File: src/rtl/vc_ingress_router_pkg.sv
// Shared constants and FSM encoding for the VC ingress router.
// The head word's class bit picks which VC FIFO receives it.
package vc_ingress_router_pkg;

  localparam int DATA_WIDTH = 6;
  localparam int CLASS_BIT  = 5;
  localparam int BUF_DEPTH  = 2;
  localparam int CNT_WIDTH  = 8;
  localparam int OCC_WIDTH  = $clog2(BUF_DEPTH) + 1;

  localparam logic VC0_SEL = 1'b0;
  localparam logic VC1_SEL = 1'b1;

  typedef enum logic [1:0] {
    ST_IDLE   = 2'b00,
    ST_ACTIVE = 2'b01,
    ST_STALL  = 2'b10
  } state_t;

  function automatic logic vc_paused(input logic vc, input logic af_vc0, input logic af_vc1);
    return (vc == VC1_SEL) ? af_vc1 : af_vc0;
  endfunction

endpackage

File: src/rtl/vc_ingress_router_if.sv
// Upstream word handshake plus both VC FIFO write ports.
// The slave view belongs to the router; the master view drives it.
interface vc_ingress_router_if;
  import vc_ingress_router_pkg::*;

  logic [DATA_WIDTH-1:0] data_in;
  logic                  push_in;
  logic                  ready_out;
  logic                  almost_full_VC0;
  logic                  almost_full_VC1;
  logic                  push_VC0;
  logic                  push_VC1;
  logic [DATA_WIDTH-1:0] data_in_VC0;
  logic [DATA_WIDTH-1:0] data_in_VC1;
  logic                  error_in;
  logic [CNT_WIDTH-1:0]  count_VC0;
  logic [CNT_WIDTH-1:0]  count_VC1;
  logic                  idle;

  modport slave (
    input  data_in, push_in, almost_full_VC0, almost_full_VC1,
    output ready_out, push_VC0, push_VC1, data_in_VC0, data_in_VC1,
           error_in, count_VC0, count_VC1, idle
  );

  modport master (
    output data_in, push_in, almost_full_VC0, almost_full_VC1,
    input  ready_out, push_VC0, push_VC1, data_in_VC0, data_in_VC1,
           error_in, count_VC0, count_VC1, idle
  );

endinterface

File: src/rtl/vc_ingress_router_hold_buffer.sv
// Small synchronous FIFO holding words until their VC can take them.
// Writes when full and reads when empty are ignored.
module vc_hold_buffer #(
  parameter int DW    = 6,
  parameter int DEPTH = 2
) (
  input  logic                     clk,
  input  logic                     reset_L,
  input  logic                     i_wr,
  input  logic [DW-1:0]            i_wr_data,
  input  logic                     i_rd,
  output logic [DW-1:0]            o_head,
  output logic [$clog2(DEPTH):0]   o_count,
  output logic                     o_full,
  output logic                     o_empty
);

  localparam int PW = $clog2(DEPTH);
  localparam logic [PW:0] FULL_CNT = DEPTH[PW:0];

  logic [DW-1:0] r_mem [DEPTH];
  logic [PW-1:0] r_wr_ptr;
  logic [PW-1:0] r_rd_ptr;
  logic [PW:0]   r_count;
  logic          w_wr;
  logic          w_rd;

  assign o_full  = (r_count == FULL_CNT);
  assign o_empty = (r_count == '0);
  assign o_count = r_count;
  assign o_head  = r_mem[r_rd_ptr];

  assign w_wr = i_wr & ~o_full;
  assign w_rd = i_rd & ~o_empty;

  always_ff @(posedge clk or negedge reset_L) begin
    if (!reset_L) begin
      r_wr_ptr <= '0;
      r_rd_ptr <= '0;
      r_count  <= '0;
    end else begin
      if (w_wr) r_wr_ptr <= r_wr_ptr + 1'b1;
      if (w_rd) r_rd_ptr <= r_rd_ptr + 1'b1;
      case ({w_wr, w_rd})
        2'b10:   r_count <= r_count + 1'b1;
        2'b01:   r_count <= r_count - 1'b1;
        default: r_count <= r_count;
      endcase
    end
  end

  // Storage needs no reset: occupancy alone decides what is valid.
  always_ff @(posedge clk) begin
    if (w_wr) r_mem[r_wr_ptr] <= i_wr_data;
  end

endmodule

File: src/rtl/vc_ingress_router.sv
// Classifies upstream words by class bit and dispatches them in order
// to the VC0/VC1 FIFOs, holding up to BUF_DEPTH words under back-pressure.
//   state  | meaning
//   IDLE   | buffer empty, nothing in flight
//   ACTIVE | head dispatchable or buffer filling
//   STALL  | head blocked by its VC's almost_full
module vc_ingress_router
  import vc_ingress_router_pkg::*;
(
  input  logic              clk,
  input  logic              reset_L,
  vc_ingress_router_if.slave bus
);

  logic [DATA_WIDTH-1:0] w_head;
  logic [OCC_WIDTH-1:0]  w_count;
  logic                  w_full;
  logic                  w_empty;
  logic                  w_ready;
  logic                  w_accept;
  logic                  w_head_vc;
  logic                  w_paused;
  logic                  w_dispatch;
  logic                  w_occ_next_zero;
  state_t                w_state_next;

  state_t                r_state;
  logic                  r_push_vc0;
  logic                  r_push_vc1;
  logic [DATA_WIDTH-1:0] r_data_vc0;
  logic [DATA_WIDTH-1:0] r_data_vc1;
  logic                  r_error;
  logic [CNT_WIDTH-1:0]  r_cnt_vc0;
  logic [CNT_WIDTH-1:0]  r_cnt_vc1;

  // Ready comes from registered occupancy only, so a full buffer never
  // accepts on the same edge its head leaves.
  assign w_ready    = ~w_full;
  assign w_accept   = bus.push_in & w_ready;
  assign w_head_vc  = w_head[CLASS_BIT];
  assign w_paused   = vc_paused(w_head_vc, bus.almost_full_VC0, bus.almost_full_VC1);
  assign w_dispatch = ~w_empty & ~w_paused;

  assign w_occ_next_zero = ~w_accept &
                           (w_empty | ((w_count == OCC_WIDTH'(1)) & w_dispatch));

  vc_hold_buffer #(
    .DW    (DATA_WIDTH),
    .DEPTH (BUF_DEPTH)
  ) u_hold_buffer (
    .clk       (clk),
    .reset_L   (reset_L),
    .i_wr      (w_accept),
    .i_wr_data (bus.data_in),
    .i_rd      (w_dispatch),
    .o_head    (w_head),
    .o_count   (w_count),
    .o_full    (w_full),
    .o_empty   (w_empty)
  );

  always_ff @(posedge clk or negedge reset_L) begin
    if (!reset_L) r_state <= ST_IDLE;
    else          r_state <= w_state_next;
  end

  always_comb begin
    w_state_next = r_state;
    case (r_state)
      ST_IDLE: begin
        if (w_accept) w_state_next = ST_ACTIVE;
      end
      ST_ACTIVE: begin
        if (~w_empty & w_paused) w_state_next = ST_STALL;
        else if (w_occ_next_zero) w_state_next = ST_IDLE;
      end
      ST_STALL: begin
        if (~w_paused) w_state_next = ST_ACTIVE;
      end
      default: w_state_next = ST_IDLE;
    endcase
  end

  always_ff @(posedge clk or negedge reset_L) begin
    if (!reset_L) begin
      r_push_vc0 <= 1'b0;
      r_push_vc1 <= 1'b0;
      r_data_vc0 <= '0;
      r_data_vc1 <= '0;
      r_error    <= 1'b0;
      r_cnt_vc0  <= '0;
      r_cnt_vc1  <= '0;
    end else begin
      r_push_vc0 <= w_dispatch & (w_head_vc == VC0_SEL);
      r_push_vc1 <= w_dispatch & (w_head_vc == VC1_SEL);
      r_error    <= bus.push_in & ~w_ready;
      if (w_dispatch && (w_head_vc == VC0_SEL)) begin
        r_data_vc0 <= w_head;
        r_cnt_vc0  <= r_cnt_vc0 + 1'b1;
      end
      if (w_dispatch && (w_head_vc == VC1_SEL)) begin
        r_data_vc1 <= w_head;
        r_cnt_vc1  <= r_cnt_vc1 + 1'b1;
      end
    end
  end

  assign bus.ready_out   = w_ready;
  assign bus.push_VC0    = r_push_vc0;
  assign bus.push_VC1    = r_push_vc1;
  assign bus.data_in_VC0 = r_data_vc0;
  assign bus.data_in_VC1 = r_data_vc1;
  assign bus.error_in    = r_error;
  assign bus.count_VC0   = r_cnt_vc0;
  assign bus.count_VC1   = r_cnt_vc1;
  assign bus.idle        = (r_state == ST_IDLE) & ~r_push_vc0 & ~r_push_vc1;

endmodule

File: src/flat_wrapper.sv
// flat-port wrapper written by rule: the top's interface ports become plain ports
module vc_ingress_router_flat import vc_ingress_router_pkg::*;
  (clk, reset_L, bus_data_in, bus_push_in, bus_almost_full_VC0, bus_almost_full_VC1, bus_ready_out, bus_push_VC0, bus_push_VC1, bus_data_in_VC0, bus_data_in_VC1, bus_error_in, bus_count_VC0, bus_count_VC1, bus_idle);
  vc_ingress_router_if bus_i ();
  input  logic clk;
  input  logic reset_L;
  input wire logic [$bits(bus_i.data_in)-1:0] bus_data_in;
  input wire logic [$bits(bus_i.push_in)-1:0] bus_push_in;
  input wire logic [$bits(bus_i.almost_full_VC0)-1:0] bus_almost_full_VC0;
  input wire logic [$bits(bus_i.almost_full_VC1)-1:0] bus_almost_full_VC1;
  output wire logic [$bits(bus_i.ready_out)-1:0] bus_ready_out;
  output wire logic [$bits(bus_i.push_VC0)-1:0] bus_push_VC0;
  output wire logic [$bits(bus_i.push_VC1)-1:0] bus_push_VC1;
  output wire logic [$bits(bus_i.data_in_VC0)-1:0] bus_data_in_VC0;
  output wire logic [$bits(bus_i.data_in_VC1)-1:0] bus_data_in_VC1;
  output wire logic [$bits(bus_i.error_in)-1:0] bus_error_in;
  output wire logic [$bits(bus_i.count_VC0)-1:0] bus_count_VC0;
  output wire logic [$bits(bus_i.count_VC1)-1:0] bus_count_VC1;
  output wire logic [$bits(bus_i.idle)-1:0] bus_idle;
  assign bus_i.data_in = bus_data_in;
  assign bus_i.push_in = bus_push_in;
  assign bus_i.almost_full_VC0 = bus_almost_full_VC0;
  assign bus_i.almost_full_VC1 = bus_almost_full_VC1;
  assign bus_ready_out = bus_i.ready_out;
  assign bus_push_VC0 = bus_i.push_VC0;
  assign bus_push_VC1 = bus_i.push_VC1;
  assign bus_data_in_VC0 = bus_i.data_in_VC0;
  assign bus_data_in_VC1 = bus_i.data_in_VC1;
  assign bus_error_in = bus_i.error_in;
  assign bus_count_VC0 = bus_i.count_VC0;
  assign bus_count_VC1 = bus_i.count_VC1;
  assign bus_idle = bus_i.idle;
  vc_ingress_router u_core (.clk(clk), .reset_L(reset_L), .bus(bus_i));
endmodule
File: config.mk
export PLATFORM = sky130hd
export DESIGN_NAME = vc_ingress_router_flat
export DESIGN_NICKNAME = d
export VERILOG_FILES = /design/src/rtl/vc_ingress_router_pkg.sv /design/src/rtl/vc_ingress_router_if.sv /design/src/rtl/vc_ingress_router_hold_buffer.sv /design/src/rtl/vc_ingress_router.sv /design/src/flat_wrapper.sv
export SDC_FILE = /design/constraint.sdc
export NUM_CORES = 1
export LEC_CHECK = 0
export CAP_MARGIN = 20
export CORE_MARGIN = 4
export CORE_UTILIZATION = 55
export CTS_BUF_LIST = sky130_fd_sc_hd__clkbuf_4
export CTS_CLUSTER_DIAMETER = 150
export DETAILED_ROUTE_END_ITERATION = 12
export PLACE_DENSITY_LB_ADDON = 0.05
export SLEW_MARGIN = 20
export SYNTH_ARGS = -nofsm -noshare
export SYNTH_HDL_FRONTEND = slang
export SYNTH_SLANG_ARGS = --single-unit
File: constraint.sdc
create_clock -name clk -period 3.5 [get_ports clk]
set_input_delay 0.7 -clock clk [delete_from_list [all_inputs] [get_ports clk]]
set_output_delay 0.7 -clock clk [all_outputs]
set_load 0.01 [all_outputs]
==> flow_summary.yaml, run 1 <==
timing:
  fin_setup_tns_ns: 0
  period_share: 0.686
  drv_slew: 0
  period_minus_slack_ns: 2.40
  finalSetupViolCount: 0
  clock-skew-final_ns: 0.00605
  tightest_slew_ns: 0.802
  clock.fmax_mhz: 416
  layout_setup_ws_ns: 1.10
  slew_headroom: 0.465
  rsz0062_at_grt: "no"
  hold_viol_final: 0
detailed_routing:
  vias_per_cell: 5.15
  drtIter0Drc: 88
  wl_per_cell_um: 14.5
  vias: 1251
  route.detailed.drc: 0
  antenna_left: 0
  wl_mm: 3.52
  first_pass_iters: 4
layout:
  final_common_cell: "clkdlybuf4s50_1"
  nFillCells: 232
  finalNetCount: 213
  syn2layout_area_growth_pct: 26.4
  antenna_cells: 0
  drive_above_1_share: 0.0863
  mostFrequentLayoutCells: "clkdlybuf4s50_1, dfrtp_1, xnor2_1"
power_and_ir_drop:
  ir_worst_vdd_uv: 588
  total_leakage_power_nw: 1.05
  power.density_mw_per_mm2: 815
clock_network:
  root_buffer: "clkbuf_4"
  tritoncts: "built"
  post_cts_buffers: 0
  numClockSinks: 49
  cts.reportedPaths.clkPinSlew_ns: 0.13
  clk_path_buf_depth: 2
  cts_buffers: 5
  cts-resized-gates: 0
  ctsHoldBuffers: 0
  clkLatencyLatePin_ns: 0.37
  htree_levels: 2
grt:
  grt_use_total: 0.175
  grt_antenna_before_repair: 0
  grt_pass1_wl_mm: 5.72
  grt_max_degree: 38
  overflow: 0
  grt_pass1_vias: 1208
logic_synthesis:
  synthSimpleGateAreaFrac: 0.113
  ys_warn_count: 0
  syn-cell-area_mm2: 0.00198
  synth-adder-area-share: 0.0379
  synth_area_per_cell_um2: 13.4
  postSynthCellCount: 148
  synth_seq_cells: 49
  yosysTopAreaCellShare: 0.468
  yosysUniqueCellTypes: 30
  synth_compound_area_frac: 0.0417
  yosys.area.top_type: "dfrtp_1"
  muxShareOfSynthArea: 0.0531
  syn_nets: 165
  netlist_top_cells_area: "dfrtp_1, edfxtp_1, xnor2_1"
  synth_top_family_by_area: "simple AND/OR/NAND/NOR gates"
  synth_xor_area_frac: 0.0796
  yosysSeqAreaShare: 0.650
worst_setup_path:
  cp.arrival_ns: 1.70
  start_kind: "register"
  cp_max_fo: 3
  crit_type: "reg2out"
  required_ns: 2.80
  cp-end-kind: "primary output"
place:
  dp_hpwl_mm: 2.62
  dp_slack_ns: 1.32
  io_buffers: 43
  gp_congestion: 0.785
floorplan:
  fp.dieArea_mm2: 0.00462
  die_w_um: 68.0
  die_height_um: 68.0
  io-pin-count: 44
  row_count: 21
  core_area_mm2: 0.00342
  start_util: 0.579
min_path:
  min-delay-path-class: "in2async"
job:
  maxCapViolCount: 0
status:
  status: "complete, no violations"
## state kept, by name, summed over array words and instances (netlist names)
register / flops
u_core.u_hold_buffer.o_count: 2
u_core.bus.count_VC1: 8
u_core.bus.data_in_VC0: 6
u_core.bus.error_in: 1
u_core.r_state: 2
u_core.u_hold_buffer.r_wr_ptr: 1
u_core.u_hold_buffer.r_mem: 12
u_core.bus.data_in_VC1: 6
u_core.bus.push_VC0: 1
u_core.bus.push_VC1: 1
u_core.u_hold_buffer.r_rd_ptr: 1
u_core.bus.count_VC0: 8
## metrics by stage
| stage | hold slack [ns] | utilization | total power (W) | instance area (µm²) | instances |
|---|---|---|---|---|---|
| global placement | 0.461 | 0.718 | 0.00178 | 2450 | 235 |
| floorplan | 0.404 | - | 0.00142 | 1980 | 148 |
| detailed placement | 0.454 | 0.718 | 0.00182 | 2450 | 235 |
| finish | 0.398 | 0.732 | 0.00204 | 2500 | 243 |
| CTS | 0.421 | 0.732 | 0.00206 | 2500 | 243 |
| global route | 0.456 | 0.732 | 0.00219 | 2500 | 243 |
## worst paths after layout
| check | startpoint | to | slack, ns | cells past startpoint |
|---|---|---|---|---|
| worst max-delay path | u_core.u_hold_buffer.o_count[0]$_DFFE_PN0P_ | bus_ready_out | 1.10 | 4 |
| worst min-delay path | reset_L | u_core.bus.count_VC0[0]$_DFFE_PN0P_ | 0.40 | 1 |
| worst max register to register | u_core.u_hold_buffer.r_rd_ptr$_DFFE_PN0P_ | u_core.u_hold_buffer.o_count[1]$_DFFE_PN0P_ | 1.47 | 6 |
| worst min register to register | u_core.bus.data_in_VC1[5]$_DFFE_PN0P_ | u_core.bus.data_in_VC1[5]$_DFFE_PN0P_ | 0.48 | 1 |
| max in group asynchronous | reset_L | u_core.bus.data_in_VC0[2]$_DFFE_PN0P_ | 2.59 | 1 |
| min in group clk | u_core.bus.data_in_VC1[5]$_DFFE_PN0P_ | u_core.bus.data_in_VC1[5]$_DFFE_PN0P_ | 0.48 | 1 |
## power breakdown
group	switching (W)	internal, W	total [W]	leakage [nW]
logic	0.000373	0.000464	0.000837	0.450
clock network	0.000171	0.0000735	0.000245	0.0327
registers	0.000173	0.000783	0.000956	0.563
## logic make-up after synthesis
family,count (synthesis)
xor+xnor,18
compound gates,16
flops,49
fa+ha+maj,6
mux,9
buf+inv,9
simple gates,41
## critical path, stage by stage, from the launching register on
cell	delay, ns
dfrtp_1	0.42
inv_1	0.09
ha_1	0.22
inv_1	0.07
clkdlybuf4s50_1	0.53
## Yosys cell counts
master	number
buf_2	3
edfxtp_1	12
nor3_1	1
or2_2	1
inv_1	4
mux2i_4	1
nand2_1	5
buf_6	1
nor4_1	1
mux2i_1	6
or3b_2	1
nand4_1	8
a21oi_1	13
and2_1	1
xor2_1	3
a22oi_1	1
nor3_2	1
nor2_1	13
o21ai_0	2
nor3b_2	1
mux2_2	1
buf_4	1
and3_1	5
ha_1	6
dfrtp_1	37
and2b_1	1
nor2b_1	1
xnor2_1	15
mux2_1	1
nand2b_1	1
## layer usage
layer	global-route usage	up-vias	wire (µm)
met5	0	-	0
met4	0.0670	0	61
met3	0.0608	7	203
met2	0.290	34	1740
met1	0.208	606	1510
li1	-	604	-
## final cells by class
cell class,instances,area [µm²],share of cell area
Multi-Input combinational cell,90,644,0.258
Inverter,4,15.0,0.00600
Timing Repair Buffer,46,448,0.179
Tap cell,46,57.6,0.0230
Clock inverter,3,12.5,0.00500
Clock buffer,5,37.5,0.0150
Sequential cell,49,1290,0.514
Note: power is estimated with default switching activity, not from simulation.
==> run 2: changes to the inputs <==
--- a/config.mk
+++ b/config.mk
@@ -7,7 +7,7 @@
 export LEC_CHECK = 0
 export CAP_MARGIN = 20
 export CORE_MARGIN = 4
-export CORE_UTILIZATION = 55
+export CORE_UTILIZATION = 47
 export CTS_BUF_LIST = sky130_fd_sc_hd__clkbuf_4
 export CTS_CLUSTER_DIAMETER = 150
 export DETAILED_ROUTE_END_ITERATION = 12
==> constraint.sdc (replaced) <==
create_clock -name clk -period 2.1 [get_ports clk]
set_input_delay 0.42 -clock clk [delete_from_list [all_inputs] [get_ports clk]]
set_output_delay 0.42 -clock clk [all_outputs]
set_load 0.01 [all_outputs]
==> flow_summary.yaml, run 2 (same netlist as run 1, synthesis figures left out) <==
status:
  status: "complete, no violations"
detailed_routing:
  wl_mm: 3.39
  highest_layer: "met4"
  vias: 1278
  vias_per_cell: 5.13
  wl_per_cell_um: 13.6
  drtIter0Drc: 69
  wl_met2_mm: 1.78
  first_pass_iters: 4
  antenna_left: 0
  wl_met1_mm: 1.37
  route.detailed.drc: 0
  route.met3.wl_um: 208
floorplan:
  start_util: 0.491
  row_count: 23
  die_w_um: 72.9
  io-pin-count: 44
  fp.dieArea_mm2: 0.00531
  die_height_um: 72.9
  core_area_mm2: 0.00403
worst_setup_path:
  crit_start: "u_core.u_hold_buffer.r_rd_ptr$_DFFE_PN0P_"
  cp-end-kind: "register"
  required_ns: 2.34
  cp.arrival_ns: 2.06
  crit_type: "reg2reg"
  worst_r2r_startpoint: "u_core.u_hold_buffer.r_rd_ptr$_DFFE_PN0P_"
  start_kind: "register"
  cp_max_fo: 4
timing:
  period_share: 0.865
  tightest_slew_ns: 0.801
  period_minus_slack_ns: 1.82
  clock.fmax_mhz: 550
  finalSetupViolCount: 0
  fin_setup_tns_ns: 0
  hold_viol_final: 0
  clock-skew-final_ns: 0.0163
  slew_headroom: 0.466
  rsz0062_at_grt: "no"
  drv_slew: 0
power_and_ir_drop:
  pwr-share-clk: 0.156
  totalPowerFinal_w: 0.00355
  total_leakage_power_nw: 1.07
  swShare: 0.335
  power.density_mw_per_mm2: 1390
  power.switching_w: 0.00119
  ir_worst_vdd_uv: 755
  seqPwrFrac: 0.439
  combPwrFrac: 0.405
  intPower_w: 0.00236
layout:
  final_common_cell: "clkdlybuf4s50_1"
  largest-register: "u_core.u_hold_buffer.r_mem"
  antenna_cells: 0
  mostFrequentLayoutCells: "clkdlybuf4s50_1, dfrtp_1, xnor2_1"
  seq_area_mm2: 0.00129
  multi_input_area_um2: 644
  nFillCells: 320
  drive_above_1_share: 0.101
  finalNetCount: 215
  syn2layout_area_growth_pct: 29.1
  largest_reg_flops: 12
clock_network:
  clkLatencyLatePin_ns: 0.36
  cts.reportedPaths.clkPinSlew_ns: 0.14
  htree_levels: 2
  cts_buffers: 5
  tritoncts: "built"
  clk_path_buf_depth: 2
  root_buffer: "clkbuf_4"
  numClockSinks: 49
grt:
  grt_pass1_wl_mm: 5.81
  grt_max_degree: 38
  overflow: 0
  grt_use_total: 0.142
  grt_antenna_before_repair: 0
  grt_pass1_vias: 1321
place:
  dp_hpwl_mm: 2.54
  gp_congestion: 0.788
  io_buffers: 43
min_path:
  min-delay-path-class: "in2async"
job:
  maxCapViolCount: 0
run 2: power by group through the flow:
stage	combinational, W	clock, W	sequential, W
floorplan	0.000736	0	0.00162
global placement	0.00142	0	0.00157
detailed placement	0.00145	0	0.00159
CTS	0.00146	0.000571	0.00156
global route	0.00159	0.000613	0.00161
finish	0.00144	0.000552	0.00156
run 2: stage by stage:
stage | hold WS, ns | utilization | area (µm²) | worst slack [ns] | std cells
floorplan | 0.124 | - | 1980 | 0.406 | 148
global placement | 0.460 | 0.611 | 2460 | 0.252 | 240
detailed placement | 0.475 | 0.611 | 2460 | 0.176 | 240
CTS | 0.152 | 0.634 | 2550 | 0.0524 | 249
global route | 0.177 | 0.634 | 2560 | 0.113 | 249
finish | 0.131 | 0.634 | 2560 | 0.283 | 249
run 2: final timing paths:
| kind | cells past startpoint | endpoint | slack, ns |
|---|---|---|---|
| setup reg to reg | 6 | u_core.u_hold_buffer.o_count[1]$_DFFE_PN0P_ | 0.28 |
| setup / recovery | 6 | u_core.u_hold_buffer.o_count[1]$_DFFE_PN0P_ | 0.28 |
| hold / removal | 1 | u_core.bus.count_VC0[3]$_DFFE_PN0P_ | 0.13 |
| min in group clk | 1 | u_core.bus.count_VC1[7]$_DFFE_PN0P_ | 0.49 |
| max in group asynchronous | 1 | u_core.bus.error_in$_DFF_PN0_ | 1.46 |
| hold reg to reg | 1 | u_core.bus.count_VC1[7]$_DFFE_PN0P_ | 0.49 |
run 2: area by class of cell:
| type | count | area share |
|---|---|---|
| well taps | 50 | 0.0245 |
| clock buffers | 6 | 0.0176 |
| inverters | 4 | 0.00587 |
| multi-input cells | 90 | 0.252 |
| repair buffers | 48 | 0.182 |
| flip-flops and latches | 49 | 0.503 |
| clock inverters | 2 | 0.0152 |
run 2: timing repair:
item	4_1_cts	5_1_grt
setup endpoints to repair	2	1
gates resized for setup	1	1
hold buffers	0	0
setup buffers	1	0
run 2: layer usage:
layer | vias up | global-route usage
met5 | - | 0
met4 | 0 | 0.0512
met3 | 4 | 0.0441
met2 | 34 | 0.243
met1 | 627 | 0.169
li1 | 613 | -
run 2: critical path, cell delays in order, from the launching register on:
cell and delay [ns]:
dfrtp_1 0.42, mux2i_4 0.29, mux2i_1 0.37, and2b_1 0.22
ha_1 0.27, nand2_1 0.07, o21ai_0 0.07
